**src/rtl/fpmul_feeder.sv**
```systemverilog
// Operand sequencer / result collector around the fpmultiplier core: buffers
// operand pairs, serialises A then B after each core ready, collects real products.
module fpmul_feeder #(
  parameter int DEPTH = 4
) (
  input  logic        clock,
  input  logic        reset,
  input  logic        in_valid,
  output logic        in_ready,
  input  logic [31:0] in_a,
  input  logic [31:0] in_b,
  input  logic        mul_ready,
  input  logic [31:0] mul_product,
  output logic [31:0] mul_operand,
  output logic        res_valid,
  input  logic        res_ready,
  output logic [31:0] res_product,
  output logic [3:0]  pending
);

  localparam int AW = $clog2(DEPTH);
  localparam logic [1:0] S_WAIT  = 2'd0;
  localparam logic [1:0] S_SENDA = 2'd1;
  localparam logic [1:0] S_SENDB = 2'd2;

  logic [1:0]             r_state;
  logic [DEPTH-1:0][63:0] r_fifo;
  logic [AW-1:0]          r_wptr, r_rptr;
  logic [AW:0]            r_fcnt;
  logic [1:0][31:0]       r_rq;
  logic                   r_rq_wp, r_rq_rp;
  logic [1:0]             r_rq_cnt;
  logic [31:0]            r_opa, r_opb;
  logic                   r_inflight;

  logic       w_fire, w_in_push, w_rq_push, w_rq_pop, w_issue;
  logic [1:0] w_rq_next;

  // Ready-cycle actions only happen from WAIT; a ready seen mid-pass is ignored.
  assign w_fire    = (r_state == S_WAIT) && mul_ready;
  assign w_in_push = in_valid && in_ready;
  assign w_rq_push = w_fire && r_inflight;
  assign w_rq_pop  = res_valid && res_ready;
  assign w_rq_next = r_rq_cnt + 2'(w_rq_push) - 2'(w_rq_pop);
  // Leaving room for the product of this issue keeps the result queue from overflowing.
  assign w_issue   = w_fire && (r_fcnt != '0) && (w_rq_next <= 2'd1);

  assign in_ready    = (r_fcnt != (AW+1)'(DEPTH));
  assign res_valid   = (r_rq_cnt != 2'd0);
  assign res_product = r_rq[r_rq_rp];
  assign pending     = 4'(r_fcnt) + 4'(r_inflight);

  always_comb begin
    mul_operand = 32'd0;
    if (r_inflight && r_state == S_SENDA) mul_operand = r_opa;
    else if (r_inflight && r_state == S_SENDB) mul_operand = r_opb;
  end

  always_ff @(posedge clock or posedge reset) begin
    if (reset) begin
      r_fifo <= '0;
      r_wptr <= '0;
      r_rptr <= '0;
      r_fcnt <= '0;
    end else begin
      if (w_in_push) begin
        r_fifo[r_wptr] <= {in_a, in_b};
        r_wptr         <= r_wptr + AW'(1);
      end
      if (w_issue) r_rptr <= r_rptr + AW'(1);
      r_fcnt <= r_fcnt + (AW+1)'(w_in_push) - (AW+1)'(w_issue);
    end
  end

  always_ff @(posedge clock or posedge reset) begin
    if (reset) begin
      r_state    <= S_WAIT;
      r_opa      <= '0;
      r_opb      <= '0;
      r_inflight <= 1'b0;
    end else begin
      case (r_state)
        S_WAIT:  if (mul_ready) r_state <= S_SENDA;
        S_SENDA: r_state <= S_SENDB;
        S_SENDB: r_state <= S_WAIT;
        default: r_state <= S_WAIT;
      endcase
      if (w_issue) begin
        {r_opa, r_opb} <= r_fifo[r_rptr];
        r_inflight     <= 1'b1;
      end else if (w_fire) begin
        r_inflight <= 1'b0;
      end
    end
  end

  always_ff @(posedge clock or posedge reset) begin
    if (reset) begin
      r_rq     <= '0;
      r_rq_wp  <= 1'b0;
      r_rq_rp  <= 1'b0;
      r_rq_cnt <= 2'd0;
    end else begin
      if (w_rq_push) begin
        r_rq[r_rq_wp] <= mul_product;
        r_rq_wp       <= ~r_rq_wp;
      end
      if (w_rq_pop) r_rq_rp <= ~r_rq_rp;
      r_rq_cnt <= w_rq_next;
    end
  end

endmodule

```
**config.mk**
```make
export PLATFORM = sky130hd
export DESIGN_NAME = fpmul_feeder
export DESIGN_NICKNAME = d
export VERILOG_FILES = /design/src/rtl/fpmul_feeder.sv
export SDC_FILE = /design/constraint.sdc
export NUM_CORES = 1
export LEC_CHECK = 0
export ABC_AREA = 1
export ABC_CLOCK_PERIOD_IN_PS = 31600
export CAP_MARGIN = 20
export CELL_PAD_IN_SITES_DETAIL_PLACEMENT = 1
export CELL_PAD_IN_SITES_GLOBAL_PLACEMENT = 1
export CORE_MARGIN = 3
export CORE_UTILIZATION = 46
export DETAILED_ROUTE_END_ITERATION = 12
export GPL_TIMING_DRIVEN = 0
export PLACE_DENSITY = 0.85
export SETUP_SLACK_MARGIN = 0.4
export SYNTH_ARGS = -nofsm -noshare
export SYNTH_HDL_FRONTEND = slang
export SYNTH_SLANG_ARGS = --single-unit
```
**constraint.sdc**
```tcl
create_clock -name clock -period 31.6 [get_ports clock]
set_input_delay 6.32 -clock clock [delete_from_list [all_inputs] [get_ports clock]]
set_output_delay 6.32 -clock clock [all_outputs]
set_load 0.005 [all_outputs]
```
==> tab_implementation.tex <==
\begin{tabular}{lr}
\hline
Metric & Value \\
\hline
\multicolumn{2}{l}{\textbf{Clock tree}} \\
Clock input transition at the sequential cells of the worst setup and hold paths & 60 ps \\
Cts-stage hold buffer count & 0 \\
Clk sinks & 398 \\
Post CTS Setup Buffer Count & 0 \\
Clock tree root driver cell & sky130\_fd\_sc\_hd\_\_clkbuf\_16 \\
CTS tree & done \\
Level count of the clock H-tree & 2 \\
Total CTS buffers & 45 \\
Number of buffers on the longest clock path & 3 \\
Number of gates resized after CTS & 0 \\
Clock Latency Late Sink & 580 ps \\
\multicolumn{2}{l}{\textbf{Timing}} \\
Achievable frequency & 106 MHz \\
Setup TNS & 0 ps \\
Final count of pins violating max slew & 0 \\
RSZ-0062 raised after global routing & false \\
Final clock skew & 16.6 ps \\
Fin crit share & 29.7\% \\
Worst hold-check slack & 476 ps \\
Hold violation count in the final report & 0 \\
Time the final worst path needs with I/O delays and setup & 9390 ps \\
Worst path setup slack after routing & 22210 ps \\
Final setup violation count & 0 \\
Transition at the pin with the smallest max-transition slack & 747 ps \\
Max transition margin & 49.8\% \\
\multicolumn{2}{l}{\textbf{Floorplan}} \\
Initial core utilization & 46.7\% \\
Die outline height & 207 um \\
Die area & 43000 um\^{}2 \\
Std cell rows & 73 \\
Core Footprint & 39900 um\^{}2 \\
IO Pins & 171 \\
Horizontal die dimension & 207 um \\
\multicolumn{2}{l}{\textbf{Yosys}} \\
Register area share after synthesis & 53.4\% \\
Total of flip-flops plus latches after synthesis & 398 \\
Net count after synthesis & 2500 \\
Number of library cell types mapped by synthesis & 25 \\
Synthesized cell area & 18600 um\^{}2 \\
Synth Area per Inst & 7.81 um\^{}2 \\
Warnings from Yosys & 0 \\
Post-synthesis cell count & 2387 \\
\multicolumn{2}{l}{\textbf{Setup path}} \\
Largest delay contributor family on the critical path & adder cells \\
Max stage delay cell, worst path & sky130\_fd\_sc\_hd\_\_clkdlybuf4s50\_1 \\
Type of destination of the critical path & register \\
Crit-path cells & clkdlybuf4s50\_1 > nand2\_2 > nor2\_4 > inv\_1 > ha\_1 > inv\_1 > ha\_1 > inv\_1 > nand2\_1 > nand2\_1 > nand2\_1 > nand2\_1 > nand2\_2 > buf\_6 > buf\_6 > inv\_1 > ha\_1 > inv\_1 > ha\_1 > fa\_1 > xnor2\_1 \\
Number of buffers and inverters on the critical path & 8 \\
Path length in cells of the critical path & 21 \\
Biggest cell delay along the critical path & 540 ps \\
CP most frequent cell & sky130\_fd\_sc\_hd\_\_inv\_1 \\
Reg-to-reg setup timing slack & 27920 ps \\
Reg2reg path depth & 21 \\
Startpoint class of the critical path & input pin \\
Required time at the worst-slack endpoint & 32060 ps \\
Top fanout value on the critical path & 10 \\
Critical path data arrival time & 9850 ps \\
WS Path Type & in2reg \\
\multicolumn{2}{l}{\textbf{Pwr}} \\
Maximum vdd drop & 53.5 uV \\
Leakage dissipation & 11.5 nW \\
Pwr Density & 107 nW/um\^{}2 \\
\multicolumn{2}{l}{\textbf{Global route}} \\
Overall fraction of global-route tracks in use & 28.5\% \\
Final global-route overflow total & 0 \\
Initial antenna violation count & 1 \\
Number of global-route vias before repair & 18.1k \\
First-pass GRT wire length & 99000 um \\
Pin count of the biggest net entering global routing & 125 \\
\multicolumn{2}{l}{\textbf{Detailed routing}} \\
Avg Vias per Cell & 5.31 \\
Post-route antenna net violation count & 0 \\
First-pass DRT Iterations & 5 \\
Per-cell routed wire length & 19.5 um \\
Violation count after the first detailed-route iteration & 939 \\
Total via count in the routed design & 16.8k \\
Post-route DRC violation count & 0 \\
Routed WL & 61700 um \\
\multicolumn{2}{l}{\textbf{Outcome}} \\
Run status & completed \\
\multicolumn{2}{l}{\textbf{Cells and area}} \\
Most frequent cells in the layout & sky130\_fd\_sc\_hd\_\_nand2\_1, sky130\_fd\_sc\_hd\_\_dfrtp\_1, sky130\_fd\_sc\_hd\_\_inv\_1, sky130\_fd\_sc\_hd\_\_nand3\_1, sky130\_fd\_sc\_hd\_\_o21ai\_1 \\
Fillcell total & 4924 \\
Count of nets after finishing & 2720 \\
Most common cell after layout, fill and taps aside & sky130\_fd\_sc\_hd\_\_nand2\_1 \\
Synthesis-to-finish area growth & 21.0\% \\
Proportion of layout cells with a drive suffix above 1 & 7.49\% \\
\multicolumn{2}{l}{\textbf{Run}} \\
Number of maximum-capacitance constraint violations & 0 \\
\multicolumn{2}{l}{\textbf{Worst hold path}} \\
Number of cells on the worst hold path & 2 \\
Kind of path behind the tightest hold check & reg2reg \\
\multicolumn{2}{l}{\textbf{Place}} \\
Pre-CTS worst setup slack & 21620 ps \\
PortBufs & 170 \\
Final RePlAce weighted congestion & 0.951 \\
HPWL after DPL & 43800 um \\
\hline
\end{tabular}
## area by class of cell
| type | count | area [um^2] | area share [%] |
|---|---|---|---|
| sequential | 398 | 9960 | 44.2 |
| multi-input combinational | 1494 | 6540 | 29.0 |
| timing repair buffer | 173 | 1780 | 7.91 |
| clock buffer | 72 | 1360 | 6.03 |
| inverter | 346 | 1310 | 5.79 |
| buffer | 149 | 847 | 3.76 |
| tap | 525 | 657 | 2.91 |
| clock inverter | 10 | 104 | 0.460 |
| antenna | 1 | 2.50 | 0.0111 |
## per-stage QoR
| stage | utilization (%) | std cells | total power [mW] | cell area, um^2 |
|---|---|---|---|---|
| 6_report | 56.5 | 3168 | 2.42 | 22600 |
| 5_1_grt | 56.5 | 3167 | 2.60 | 22600 |
| 4_1_cts | 56.5 | 3167 | 2.43 | 22600 |
| 3_5_place_dp | 52.8 | 3085 | 1.88 | 21100 |
| 3_3_place_gp | 52.6 | 3082 | 1.82 | 21000 |
| 2_1_floorplan | - | 2387 | 1.49 | 18600 |
## cell usage after synthesis
library cell | count | area share (%)
sky130_fd_sc_hd__buf_4 | 21 | 0.85
sky130_fd_sc_hd__clkinv_1 | 1 | 0.020
sky130_fd_sc_hd__ha_1 | 11 | 0.74
sky130_fd_sc_hd__nand2_1 | 878 | 18
sky130_fd_sc_hd__nor3_1 | 1 | 0.027
sky130_fd_sc_hd__fa_1 | 1 | 0.11
sky130_fd_sc_hd__a21oi_1 | 1 | 0.027
sky130_fd_sc_hd__buf_2 | 77 | 2.1
sky130_fd_sc_hd__o21ai_0 | 140 | 3.8
sky130_fd_sc_hd__inv_2 | 3 | 0.060
sky130_fd_sc_hd__o21ai_1 | 213 | 5.7
sky130_fd_sc_hd__nand2_4 | 1 | 0.060
sky130_fd_sc_hd__nor2_1 | 4 | 0.081
sky130_fd_sc_hd__buf_6 | 15 | 0.91
sky130_fd_sc_hd__buf_1 | 5 | 0.10
sky130_fd_sc_hd__or2_2 | 1 | 0.034
sky130_fd_sc_hd__nand3_1 | 228 | 6.1
sky130_fd_sc_hd__xnor2_1 | 1 | 0.047
sky130_fd_sc_hd__inv_1 | 342 | 6.9
sky130_fd_sc_hd__dfrtp_1 | 398 | 53
sky130_fd_sc_hd__nor2_4 | 5 | 0.30
sky130_fd_sc_hd__nor2_2 | 1 | 0.034
sky130_fd_sc_hd__clkbuf_1 | 31 | 0.62
sky130_fd_sc_hd__nand2_2 | 4 | 0.13
sky130_fd_sc_hd__xor2_1 | 4 | 0.19
## where the power goes
group / leakage, nW / total [mW] / internal, mW / switching, mW
clock: 0.723 / 0.525 / 0.310 / 0.214
combinational: 5.86 / 1.03 / 0.361 / 0.673
sequential: 4.91 / 0.861 / 0.756 / 0.105
total: 11.5 / 2.42 / 1.43 / 0.993
## state kept, by name (all words and copies together) (netlist names)
name        cells
r_rq_cnt        2
r_rq_wp         1
r_fcnt          3
r_fifo        256
r_opb          32
r_rq_rp         1
r_inflight      1
r_rptr          2
r_wptr          2
r_opa          32
r_state         2
r_rq           64
## worst register-to-register path: cells and delay by family (launching register included)
family | cells | cell delay [ps]
adder cells (fa/ha/maj) | 5 | 1280
buffers and inverters | 9 | 910
AND/OR/NAND/NOR | 6 | 820
XOR/XNOR | 1 | 140
flip-flops | 1 | 420
## per-layer routing
metal / share of wire, % / track usage, % / up-vias / wire length, um
li1: - / - / 7792 / -
met1: 43 / 37.3 / 8498 / 26500
met2: 50 / 50.0 / 429 / 31000
met3: 4.2 / 3.85 / 91 / 2610
met4: 2.6 / 7.79 / 0 / 1610
met5: 0 / 0 / - / 0
## path summary, 6_finish.rpt
path                                 start          to
worst max-delay path             mul_ready   r_fcnt[2]
worst min-delay path              r_opb[2]    r_opb[2]
worst max register to register  r_inflight   r_fcnt[2]
worst min register to register    r_opb[2]    r_opb[2]
max in group asynchronous            reset  r_fifo[26]
min in group asynchronous            reset    r_rq[24]
## cell families after synthesis
| group | after synthesis | synth area share, % |
|---|---|---|
| DFF | 398 | 53.4 |
| adders and majority gates | 12 | 0.846 |
| and+or+nand+nor | 1123 | 24.5 |
| xor gates and xnor gates | 5 | 0.235 |
| buffers and inverters | 495 | 11.5 |
| AOI/OAI and AO/OA | 354 | 9.50 |
Note: power is estimated with default switching activity, not from simulation.
